## config.mk

```make
export PLATFORM = sky130hd
export DESIGN_NAME = lcd_text_arbiter
export DESIGN_NICKNAME = d
export VERILOG_FILES = /design/src/rtl/lcd_pkg.sv /design/src/rtl/lcd_rr_picker.sv /design/src/rtl/lcd_text_arbiter.sv
export SDC_FILE = /design/constraint.sdc
export NUM_CORES = 1
export LEC_CHECK = 0
export ABC_CLOCK_PERIOD_IN_PS = 7900
export CORE_AREA = 2 2 506 508
export DETAILED_ROUTE_END_ITERATION = 7
export DIE_AREA = 0 0 508 510
export PLACE_DENSITY = 0.3
export SLEW_MARGIN = 5
export SYNTH_ARGS = -nofsm -noshare
export SYNTH_HDL_FRONTEND = slang
export SYNTH_HIERARCHICAL = 1
export SYNTH_SLANG_ARGS = --single-unit
```

## constraint.sdc

```tcl
create_clock -name CLK -period 7.9 [get_ports CLK]
set_input_delay 0.79 -clock CLK [delete_from_list [all_inputs] [get_ports CLK]]
set_output_delay 0.79 -clock CLK [all_outputs]
set_load 0.01 [all_outputs]
```

## src/rtl/lcd_pkg.sv

```systemverilog
// Shared types and constants for the LCD text arbiter and lcd_send_text.
// Optional feature macro used by this slice: LCD_ARB_PRIORITY_EN.
package lcd_pkg;

    localparam int LCD_LINE_LENGTH = 16;

    typedef enum logic [2:0] {
        IDLE      = 3'd0,
        LATCH     = 3'd1,
        START     = 3'd2,
        WAIT_DONE = 3'd3,
        GAP       = 3'd4
    } arb_state_t;

endpackage

```

## src/rtl/lcd_rr_picker.sv

```systemverilog
// Combinational round-robin winner search starting at rr_ptr_i.
// With LCD_ARB_PRIORITY_EN defined, client 0 overrides the rotation.
module lcd_rr_picker #(
    parameter int N_CLIENTS = 4,
    parameter int IDX_W     = $clog2(N_CLIENTS)
) (
    input  logic [N_CLIENTS-1:0] req_i,
    input  logic [IDX_W-1:0]     rr_ptr_i,
    output logic [IDX_W-1:0]     winner_o,
    output logic                 valid_o
);

    logic [N_CLIENTS-1:0] req_m_s;
    logic [IDX_W:0]       pos_s;
    logic [IDX_W-1:0]     win_s;
    logic                 found_s;

    // First requester at or after the pointer, wrapping modulo N_CLIENTS
    always_comb begin
        req_m_s = req_i;
        win_s   = '0;
        found_s = 1'b0;
        pos_s   = '0;
`ifdef LCD_ARB_PRIORITY_EN
        if (req_i[0]) begin
            win_s   = '0;
            found_s = 1'b1;
        end else begin
            found_s = 1'b0;
        end
        req_m_s[0] = 1'b0;
`endif
        for (int i = 0; i < N_CLIENTS; i++) begin
            pos_s = {1'b0, rr_ptr_i} + (IDX_W+1)'(i);
            if (pos_s >= (IDX_W+1)'(N_CLIENTS)) begin
                pos_s = pos_s - (IDX_W+1)'(N_CLIENTS);
            end else begin
                pos_s = pos_s;
            end
            if (!found_s && (|(req_m_s & (N_CLIENTS'(1) << pos_s)))) begin
                win_s   = IDX_W'(pos_s);
                found_s = 1'b1;
            end else begin
                found_s = found_s;
            end
        end
    end

    assign winner_o = win_s;
    assign valid_o  = found_s;

endmodule

```

## src/rtl/lcd_text_arbiter.sv

```systemverilog
// Round-robin arbiter sharing one lcd_send_text between N_CLIENTS text writers.
// Define LCD_ARB_PRIORITY_EN to make client 0 a strict high-priority requester.
module lcd_text_arbiter
    import lcd_pkg::*;
#(
    parameter int N_CLIENTS      = 4,
    parameter int LINE_LENGTH    = LCD_LINE_LENGTH,
    parameter int MIN_GAP_CYCLES = 1000
) (
    input  logic                               CLK,
    input  logic                               RESET,
    input  logic [N_CLIENTS-1:0]               req,
    input  logic [N_CLIENTS*8*LINE_LENGTH-1:0] line1_in,
    input  logic [N_CLIENTS*8*LINE_LENGTH-1:0] line2_in,
    output logic [N_CLIENTS-1:0]               done,
    output logic                               busy,
    output logic [$clog2(N_CLIENTS)-1:0]       grant_id,
    output logic                               sendText,
    output logic [8*LINE_LENGTH-1:0]           line1,
    output logic [8*LINE_LENGTH-1:0]           line2,
    input  logic                               sendingDone
);

    localparam int IDX_W  = $clog2(N_CLIENTS);
    localparam int LINE_W = 8 * LINE_LENGTH;
    localparam int GAP_W  = (MIN_GAP_CYCLES > 0) ? $clog2(MIN_GAP_CYCLES + 1) : 1;
    localparam logic [GAP_W-1:0] GAP_LOAD =
        (MIN_GAP_CYCLES > 0) ? GAP_W'(MIN_GAP_CYCLES - 1) : {GAP_W{1'b0}};

    arb_state_t              state_q, state_d;
    logic [IDX_W-1:0]        rr_ptr_q, rr_ptr_d;
    logic [IDX_W-1:0]        grant_q, grant_d;
    logic [GAP_W-1:0]        gap_q, gap_d;
    logic                    hold_q, hold_d;
    logic [LINE_W-1:0]       line1_q, line1_d;
    logic [LINE_W-1:0]       line2_q, line2_d;
    logic                    send_q, send_d;
    logic [N_CLIENTS-1:0]    done_q, done_d;
    logic                    busy_q, busy_d;
    logic [IDX_W-1:0]        win_s;
    logic                    valid_s;
    logic [IDX_W-1:0]        next_ptr_s;

    lcd_rr_picker #(
        .N_CLIENTS (N_CLIENTS),
        .IDX_W     (IDX_W)
    ) u_picker (
        .req_i    (req),
        .rr_ptr_i (rr_ptr_q),
        .winner_o (win_s),
        .valid_o  (valid_s)
    );

    // Pointer value that puts the just-served client at lowest priority
    always_comb begin
        if (grant_q == IDX_W'(N_CLIENTS - 1)) begin
            next_ptr_s = '0;
        end else begin
            next_ptr_s = grant_q + IDX_W'(1);
        end
    end

    // Next-state logic; hold_q blocks sampling for one IDLE cycle after a
    // transfer so the served client has time to drop req after its done pulse
    always_comb begin
        state_d  = state_q;
        rr_ptr_d = rr_ptr_q;
        grant_d  = grant_q;
        gap_d    = gap_q;
        hold_d   = hold_q;
        line1_d  = line1_q;
        line2_d  = line2_q;
        send_d   = 1'b0;
        done_d   = '0;
        case (state_q)
            IDLE: begin
                hold_d = 1'b0;
                if (valid_s && !hold_q) begin
                    grant_d = win_s;
                    state_d = LATCH;
                end else begin
                    state_d = IDLE;
                end
            end
            LATCH: begin
                line1_d = line1_in[grant_q*LINE_W +: LINE_W];
                line2_d = line2_in[grant_q*LINE_W +: LINE_W];
                send_d  = 1'b1;
                state_d = START;
            end
            START: begin
                state_d = WAIT_DONE;
            end
            WAIT_DONE: begin
                if (sendingDone) begin
                    done_d = N_CLIENTS'(1) << grant_q;
`ifdef LCD_ARB_PRIORITY_EN
                    if (grant_q == '0) begin
                        rr_ptr_d = rr_ptr_q;
                    end else begin
                        rr_ptr_d = next_ptr_s;
                    end
`else
                    rr_ptr_d = next_ptr_s;
`endif
                    if (MIN_GAP_CYCLES == 0) begin
                        state_d = IDLE;
                        hold_d  = 1'b1;
                    end else begin
                        state_d = GAP;
                        gap_d   = GAP_LOAD;
                    end
                end else begin
                    state_d = WAIT_DONE;
                end
            end
            GAP: begin
                if (gap_q == '0) begin
                    state_d = IDLE;
                    hold_d  = 1'b1;
                end else begin
                    gap_d = gap_q - GAP_W'(1);
                end
            end
            default: begin
                state_d = IDLE;
            end
        endcase
        busy_d = (state_d != IDLE);
    end

    // State and output registers
    always_ff @(posedge CLK or posedge RESET) begin
        if (RESET) begin
            state_q  <= IDLE;
            rr_ptr_q <= '0;
            grant_q  <= '0;
            gap_q    <= '0;
            hold_q   <= 1'b0;
            line1_q  <= '0;
            line2_q  <= '0;
            send_q   <= 1'b0;
            done_q   <= '0;
            busy_q   <= 1'b0;
        end else begin
            state_q  <= state_d;
            rr_ptr_q <= rr_ptr_d;
            grant_q  <= grant_d;
            gap_q    <= gap_d;
            hold_q   <= hold_d;
            line1_q  <= line1_d;
            line2_q  <= line2_d;
            send_q   <= send_d;
            done_q   <= done_d;
            busy_q   <= busy_d;
        end
    end

    assign done     = done_q;
    assign busy     = busy_q;
    assign grant_id = grant_q;
    assign sendText = send_q;
    assign line1    = line1_q;
    assign line2    = line2_q;

endmodule

```

==> run_results.csv, run 1 <==
group,metric,value,unit
clock_tree,clkSinkCount,280,
grt,grt_max_degree,107,
power_and_ir_drop,switchingPower,4.12,mW
routing,drc_errors,0,
power_and_ir_drop,peakVddDrop,0.174,mV
power_and_ir_drop,power.leakage,12.0,nW
setup_path,r2r_end,"line1[123]",
routing,first_pass_iters,5,
sta,hold_viol,0,
clock_tree,clk_pin_slew,60,ps
cells_and_area,drive_gt1_share,27.6,%
power_and_ir_drop,power.density,319,mW/mm2
clock_tree,root_buffer,"clkbuf_16",
floorplan,dieArea,0.259,mm2
floorplan,io_pins,1295,
sta,period_share,42.6,%
power_and_ir_drop,finalPower,11.3,mW
grt,first_global_vias,17800,
setup_path,startpoint_type,"flop",
placement,gp_congestion,0.831,
placement,hpwl,142000,um
cells_and_area,layout_common_cells,"clkdlybuf4s50_1 (1294), dfrtp_1 (278), mux2_2 (258), mux4_2 (256), clkbuf_16 (47)",
setup_path,r2r_slack,4540,ps
power_and_ir_drop,p_sw_share,36.4,%
sta,setup_tns,0,ps
grt,groute.layer.met2.usage,21.2,%
grt,grt_overflow,0,
synthesis,ys_seq_area_share,41.6,%
setup_path,timing.setup.critical_path_class,"reg -> reg",
clock_tree,post_cts_buffers,0,
synthesis,synth_cell_types,51,
setup_path,critical_path_required,8440,ps
clock_tree,hold_buffers,0,
synthesis,synthesis.area,0.0169,mm2
sta,worstMarginPinSlew,1160,ps
sta,setup_viol,0,
sta,maxSlewHeadroom,22.7,%
setup_path,rr_worst_depth,4,
setup_path,r2r_start,"grant_id[1]",
synthesis,synth_cells,987,
synthesis,ys_warn_count,6,
cells_and_area,final_nets,3301,
floorplan,die_width,508,um
setup_path,arrival,3900,ps
placement,place_area,0.0339,mm2
sta,skew,27.5,ps
clock_tree,cts_max_level,2,
setup_path,worstSetupEndpointType,"flop",
sta,maxSlewViolCount,0,
synthesis,synth-async-reset-ratio,100,%
power_and_ir_drop,pwr-share-clk,20.0,%
power_and_ir_drop,comb_power_share,56.1,%
routing,routed_via_density,2.87,
run,drv_cap,0,
routing,routedWlPerCell,28.9,um
grt,top_usage_layer,"met2",
grt,grt_pass1_wl,204000,um
cells_and_area,syn2layout_area_growth,111,%
grt,grt_usage,12.2,%
synthesis,synth_top_area_share,41.6,%
synthesis,syn-num-nets,2027,
floorplan,initial_core_util,6.65,%
power_and_ir_drop,power_frac_seq,23.9,%
clock_tree,cts_tree,"done",
cells_and_area,final_common_cell,"clkdlybuf4s50_1",
synthesis,ys_ff_latch,280,
routing,drt-total-wl,164000,um
synthesis,ys.flop_type,"dfrtp_1",
clock_tree,cts_buffers,47,
synthesis,postSynthAreaPerCell,17.1,um2
sta,rsz0062_at_grt,"no",
cells_and_area,fin_area,0.0356,mm2
cells_and_area,final_core_util,14.0,%
hold_path,min_path_type,"in -> async",
synthesis,synth_largest_area_cell,"dfrtp_1",
synthesis,yosys-top-cells-area,"dfrtp_1 (42%), mux4_2 (34%), mux2_2 (17%)",
routing,vias,16300,
power_and_ir_drop,intPower,7.21,mW
sta,hold_ws,471,ps
grt,grtUsageMet3,6.63,%
run_status,status,"complete, no violations",
grt,antenna_found_initial,153,
clock_tree,clock_latency,670,ps
routing,antenna_left,0,
clock_tree,clk_path_buf_depth,3,
setup_path,crit_fanout,57,
synthesis,synth_edf_count,0,
sta,max_clock_freq,297,MHz
floorplan,fp.dieH,510,um
placement,portBuffers,1294,
routing,drt-initial-drc-count,754,
grt,grt.met1_usage,12.8,%
floorplan,num_rows,185,
sta,fin_crit,3360,ps
floorplan,core,0.253,mm2
clock_tree,cts_resized,0,
==> metal layers <==
layer	routed length (um)	vias up	part of all wire (%)
met1	58600	8157	36
met3	20400	281	12
met4	4530	92	2.8
met2	80200	1108	49
met5	576	-	0.35
li1	-	6678	-
==> critical path, cell delays in order (launching register included) <==
cell     delay, ps
dfrtp_4        870
buf_4          630
buf_4          850
mux4_2         420
mux2_2         270
==> stage by stage <==
stage / instances / setup WS (ps)
global placement: 5578 / 4530
detailed placement: 5578 / 4530
global route: 5671 / 4440
CTS: 5662 / 4490
finish: 5694 / 4540
floorplan: 987 / 3400
==> logic make-up after synthesis <==
kind of cell             after synthesis  share of synthesized area, %
multiplexers                         516                          51.6
XOR/XNOR                               1                        0.0520
AND/OR/NAND/NOR                       52                          1.90
buffers and inverters                 96                          2.64
flip-flops                           280                          41.6
adder cells (fa/ha/maj)                9                         0.668
AO/OA/AOI/OAI                         33                          1.57
==> state kept, by name (all words and copies together) (netlist names) <==
| signal | flops |
|---|---|
| line1 | 128 |
| line2 | 128 |
| gap_q | 10 |
| done | 4 |
| state_q | 3 |
| grant_id | 2 |
| rr_ptr_q | 2 |
| busy | 1 |
| hold_q | 1 |
| sendText | 1 |
==> synth_stat cells (all sizes together) (2+ instances only) <==
| cell | instances |
|---|---|
| dfrtp | 280 |
| mux2 | 259 |
| mux4 | 256 |
| buf | 53 |
| clkbuf | 36 |
| nand2 | 10 |
| nor2 | 10 |
| ha | 9 |
| and2 | 7 |
| inv | 7 |
| o31ai | 6 |
| o21ai | 5 |
| a21oi | 4 |
| a22oi | 4 |
| a22o | 3 |
| nand3 | 3 |
| nor3 | 3 |
| nor4 | 3 |
| a211oi | 2 |
| a221oi | 2 |
| and3 | 2 |
| nand3b | 2 |
| nor3b | 2 |
| o211ai | 2 |
| or2 | 2 |
==> power by group through the flow <==
stage	Sequential, mW	Clock, mW	Combinational, mW
6_report	2.71	2.27	6.36
5_1_grt	2.82	2.42	6.76
4_1_cts	2.73	2.40	6.53
3_5_place_dp	2.74	0	6.50
3_3_place_gp	2.75	0	6.53
2_1_floorplan	2.86	0	3.07
==> worst max-delay path by stage <==
stage	startpoint	to	slack, ps
floorplan	RESET	busy	3400
global placement	grant_id[1]	line1[106]	4530
detailed placement	grant_id[1]	line1[101]	4530
CTS	grant_id[1]	line1[123]	4490
global route	grant_id[1]	line1[115]	4440
finish	grant_id[1]	line1[123]	4540
==> final cells by class <==
class / instances / area [um2]
timing repair buffer: 1314 / 13200
fill: 28400 / 218000
clock inverter: 15 / 188
multi-input combinational: 611 / 9410
tap: 3366 / 4210
sequential: 280 / 7010
antenna: 32 / 80.1
inverter: 7 / 30.0
clock buffer: 69 / 1430
(Power assumes the default switching activity.)
==> inputs of run 2 (changes only) <==
--- a/config.mk
+++ b/config.mk
@@ -5,10 +5,10 @@
 export SDC_FILE = /design/constraint.sdc
 export NUM_CORES = 1
 export LEC_CHECK = 0
-export ABC_CLOCK_PERIOD_IN_PS = 7900
-export CORE_AREA = 2 2 506 508
+export ABC_CLOCK_PERIOD_IN_PS = 3180
+export CORE_AREA = 2 2 498 500
 export DETAILED_ROUTE_END_ITERATION = 7
-export DIE_AREA = 0 0 508 510
+export DIE_AREA = 0 0 500 502
 export PLACE_DENSITY = 0.3
 export SLEW_MARGIN = 5
 export SYNTH_ARGS = -nofsm -noshare
==> constraint.sdc (replaced) <==
create_clock -name CLK -period 3.18 [get_ports CLK]
set_input_delay 0.318 -clock CLK [delete_from_list [all_inputs] [get_ports CLK]]
set_output_delay 0.318 -clock CLK [all_outputs]
set_load 0.01 [all_outputs]
==> run 2 against run 1 <==
Against the previous run:
- non-clock buffer count rose by 49
- worst setup slack worse by 4000 ps
- critical path depth down 1
- worst hold slack lost 360 ps
- highest routed layer unchanged
==> run_results.csv, run 2 (synthesis gave the netlist of run 1 again) <==
group,metric,value,unit
cells_and_area,fin_area,0.0356,mm2
clock_tree,cts_resized,0,
setup_path,r2r_end,"grant_id[0]",
sta,fin_ws,572,ps
power_and_ir_drop,power_frac_seq,23.7,%
floorplan,core,0.245,mm2
cells_and_area,syn2layout_area_growth,111,%
grt,grt_usage,12.1,%
floorplan,num_rows,182,
routing,drt-initial-drc-count,891,
sta,max_clock_freq,383,MHz
placement,hpwl,138000,um
placement,dp.cells,5481,
power_and_ir_drop,power.leakage,12.2,nW
placement,portBuffers,1294,
placement,gp_congestion,0.893,
power_and_ir_drop,p_sw_share,36.8,%
clock_tree,cts_buffers,45,
setup_path,critical_path_required,2860,ps
sta,worstMarginPinSlew,616,ps
cells_and_area,layout_common_cells,"clkdlybuf4s50_1 (1294), dfrtp_1 (278), mux2_2 (258), mux4_2 (256), buf_4 (53)",
clock_tree,clk_pin_slew,60,ps
grt,grt_max_degree,65,
grt,antenna_found_initial,127,
cells_and_area,drive_gt1_share,28.6,%
sta,period_share,82.0,%
clock_tree,clock_latency,650,ps
setup_path,timing.setup.critical_path_class,"reg -> out",
cells_and_area,final_common_cell,"clkdlybuf4s50_1",
cells_and_area,stdcell_count,5575,
grt,grt_overflow,0,
power_and_ir_drop,comb_power_share,58.7,%
run,drv_cap,0,
floorplan,initial_core_util,6.87,%
floorplan,io_pins,1295,
power_and_ir_drop,finalPower,28.0,mW
sta,skew,37.1,ps
routing,routed_via_density,2.98,
routing,drc_errors,0,
sta,maxSlewHeadroom,58.6,%
power_and_ir_drop,switchingPower,10.3,mW
floorplan,fp.dieH,502,um
sta,fin_crit,2610,ps
clock_tree,post_cts_buffers,0,
power_and_ir_drop,power.density,786,mW/mm2
clock_tree,clk_path_buf_depth,3,
sta,rsz0062_at_grt,"no",
routing,first_pass_iters,4,
routing,antenna_left,0,
setup_path,crit_fanout,25,
clock_tree,clkSinkCount,280,
clock_tree,cts_tree,"done",
sta,maxSlewViolCount,0,
setup_path,r2r_start,"rr_ptr_q[0]",
hold_path,min_path_type,"in -> async",
routing,routedWlPerCell,28.3,um
clock_tree,hold_buffers,0,
cells_and_area,final_nets,3348,
power_and_ir_drop,intPower,17.7,mW
sta,hold_viol,0,
placement,pre_cts_slack,872,ps
routing,vias,16600,
power_and_ir_drop,pwr-share-clk,17.6,%
routing,drt-total-wl,158000,um
grt,grt_pass1_wl,198000,um
setup_path,worstSetupEndpointType,"primary output",
placement,place_area,0.0342,mm2
sta,setup_viol,0,
setup_path,startpoint_type,"flop",
power_and_ir_drop,peakVddDrop,0.356,mV
grt,first_global_vias,18000,
sta,setup_tns,0,ps
floorplan,dieArea,0.251,mm2
clock_tree,cts_max_level,2,
floorplan,die_width,500,um
setup_path,arrival,2290,ps
clock_tree,root_buffer,"clkbuf_16",
setup_path,rr_worst_depth,7,
setup_path,r2r_slack,920,ps
run_status,status,"complete, no violations",
[run 2: metal layers]
metal	GRT usage, %	routed length, um	vias to the layer above
met4	2.94	4100	86
met1	13.2	58600	8384
met2	20.9	76900	1107
li1	-	-	6747
met3	5.77	17800	275
met5	0	540	-
[run 2: power groups by stage]
stage	clock, mW	sequential, mW	combinational [mW]
2_1_floorplan	0	7.11	7.63
3_3_place_gp	0	6.70	16.8
3_5_place_dp	0	6.71	16.8
4_1_cts	5.24	6.70	16.8
5_1_grt	5.31	6.90	17.4
6_report	4.92	6.63	16.4
[run 2: worst max-delay path by stage]
| stage | startpoint | end | slack, ps | cells after the start |
|---|---|---|---|---|
| after floorplan | RESET | busy | -850 | 1 |
| after global placement | req[2] | grant_id[0] | 900 | 6 |
| after detailed placement | req[2] | grant_id[0] | 870 | 6 |
| after CTS | grant_id[0] | grant_id[0] | 440 | 3 |
| after global routing | grant_id[0] | grant_id[0] | 420 | 3 |
| final | grant_id[0] | grant_id[0] | 570 | 3 |
[run 2: area by class of cell]
type,count,area [um2]
antenna,19,47.5
clock buffer,65,1290
clock inverter,10,76.3
fill,27300,210000
inverter,7,30.0
multi-input combinational,611,9410
sequential,280,7010
tap,3220,4030
timing repair buffer,1363,13700
[run 2: through the flow]
stage	utilization [%]	hold slack (ps)
3_5_place_dp	13.9	494
4_1_cts	14.5	27.5
2_1_floorplan	-	454
6_report	14.5	106
3_3_place_gp	13.9	490
5_1_grt	14.5	75.5
[run 2: worst max-delay path, stage by stage (launching register included)]
cell,delay [ps]
dfrtp_4,440
buf_12,210
buf_4,340
clkdlybuf4s50_1,590
==> inputs of run 3 (changes only) <==
--- a/config.mk
+++ b/config.mk
@@ -5,10 +5,10 @@
 export SDC_FILE = /design/constraint.sdc
 export NUM_CORES = 1
 export LEC_CHECK = 0
-export ABC_CLOCK_PERIOD_IN_PS = 3180
-export CORE_AREA = 2 2 498 500
+export ABC_CLOCK_PERIOD_IN_PS = 2150
+export CORE_AREA = 2 2 506 508
 export DETAILED_ROUTE_END_ITERATION = 7
-export DIE_AREA = 0 0 500 502
+export DIE_AREA = 0 0 508 510
 export PLACE_DENSITY = 0.3
 export SLEW_MARGIN = 5
 export SYNTH_ARGS = -nofsm -noshare
==> constraint.sdc (replaced) <==
create_clock -name CLK -period 2.15 [get_ports CLK]
set_input_delay 0.215 -clock CLK [delete_from_list [all_inputs] [get_ports CLK]]
set_output_delay 0.215 -clock CLK [all_outputs]
set_load 0.01 [all_outputs]
==> run 3 against run 2 <==
Against the previous run:
- clock power is 62% higher
- first-iteration DRC count is 11% lower
- clock skew is 21 ps lower
- cell count is 4.2% higher
- total power is 56% higher
- worst hold slack better by 72 ps
- wire length is 6.6% higher
- clock-buffer cell count is 1 higher
- critical endpoint is now line1[60]
==> run_results.csv, run 3 (synthesis gave the netlist of run 1 again) <==
group,metric,value,unit
floorplan,dieArea,0.259,mm2
grt,grt_overflow,0,
cells_and_area,layout_common_cells,"clkdlybuf4s50_1 (1289), dfrtp_1 (277), mux2_2 (258), mux4_2 (256), buf_4 (98)",
clock_tree,cts_max_level,2,
clock_tree,cts_buffers,46,
setup_path,arrival,2610,ps
clock_tree,cts_tree,"done",
setup_path,worstSetupEndpointType,"flop",
floorplan,io_pins,1295,
floorplan,fp.dieH,510,um
setup_path,crit_fanout,26,
grt,antenna_found_initial,143,
sta,rsz0062_at_grt,"yes",
sta,maxSlewHeadroom,66.2,%
run,drv_cap,0,
routing,drt-total-wl,168000,um
floorplan,initial_core_util,6.65,%
setup_path,rr_worst_depth,5,
run_status,status,"complete, no violations",
routing,routedWlPerCell,29.0,um
placement,gp_congestion,0.848,
sta,maxSlewViolCount,0,
cells_and_area,stdcell_count,5810,
grt,grt_pass1_wl,208000,um
clock_tree,clkSinkCount,280,
clock_tree,clk_path_buf_depth,3,
hold_path,min_path_type,"in -> async",
setup_path,r2r_slack,80,ps
placement,hpwl,149000,um
cells_and_area,syn2layout_area_growth,118,%
setup_path,critical_path_required,2690,ps
cells_and_area,fin_area,0.0368,mm2
sta,max_clock_freq,483,MHz
sta,setup_viol,0,
cells_and_area,final_common_cell,"clkdlybuf4s50_1",
sta,hold_viol,0,
clock_tree,root_buffer,"clkbuf_16",
grt,grt_usage,12.5,%
sta,fin_crit,2070,ps
setup_path,startpoint_type,"flop",
floorplan,die_width,508,um
sta,worstMarginPinSlew,508,ps
setup_path,r2r_end,"line1[60]",
power_and_ir_drop,peakVddDrop,0.491,mV
grt,grt_max_degree,46,
sta,setup_tns,0,ps
placement,portBuffers,1294,
floorplan,num_rows,185,
sta,skew,15.9,ps
placement,place_area,0.0350,mm2
routing,drt-initial-drc-count,796,
setup_path,timing.setup.critical_path_class,"reg -> reg",
sta,period_share,96.2,%
floorplan,core,0.253,mm2
placement,dp.cells,5688,
routing,vias,16800,
cells_and_area,final_nets,3415,
cells_and_area,drive_gt1_share,31.1,%
routing,drc_errors,0,
setup_path,r2r_start,"grant_id[0]",
power_and_ir_drop,power.leakage,12.7,nW
routing,antenna_left,0,
grt,first_global_vias,18200,
power_and_ir_drop,power.density,1180,mW/mm2
placement,pre_cts_slack,-48.2,ps
clock_tree,clk_pin_slew,60,ps
routing,first_pass_iters,5,
routing,routed_via_density,2.89,
clock_tree,clock_latency,650,ps
sta,fin_ws,81.0,ps
## run 3: worst max-delay path by stage
stage / start / endpoint / cells after the start
floorplan: RESET / busy / 1
detailed placement: rr_ptr_q[0] / grant_id[1] / 7
CTS: grant_id[0] / line1[17] / 5
global route: grant_id[0] / line1[92] / 5
global placement: rr_ptr_q[0] / grant_id[1] / 7
finish: grant_id[0] / line1[60] / 5
## run 3: final cells by class
type / count / area (um2)
diodes: 35 / 87.6
clock buffers: 66 / 1340
clock inverters: 16 / 185
fillers: 28300 / 217000
inverters: 7 / 30.0
multi-input cells: 611 / 9430
flip-flops and latches: 280 / 7020
well taps: 3366 / 4210
repair buffers: 1429 / 14500
## run 3: critical path, cell delays in order, from the launching register on
cell     delay [ps]
dfrtp_4         470
buf_8           150
buf_16          210
buf_12          230
mux4_2          540
mux2_2          270
## run 3: per-stage QoR
stage,hold slack (ps),util (%),total power [mW]
finish,178,14.5,43.5
global route,136,14.5,46.1
global placement,488,13.8,36.1
floorplan,454,-,21.8
CTS,104,14.5,44.7
detailed placement,494,13.8,36.0
## run 3: power by group
part / switching, mW / total [mW] / internal, mW
combinational: 10.8 / 25.9 / 15.1
sequential: 1.66 / 9.66 / 8.00
clock: 3.30 / 7.96 / 4.66
## run 3: metal layers
| layer | routed length (um) | track usage [%] | vias up |
|---|---|---|---|
| met5 | 403 | 0 | - |
| met4 | 4100 | 2.66 | 68 |
| met3 | 17700 | 5.28 | 263 |
| met2 | 83200 | 21.9 | 1104 |
| met1 | 63000 | 14.0 | 8434 |
| li1 | - | - | 6918 |
## run 3: what timing repair did
item                                    CTS  global route
resized for setup                         9             8
endpoints found under the setup margin    5            30
cloned                                    1             1
buffers inserted                          4             0
hold buffers                              0             0
pin swaps                                 0             1
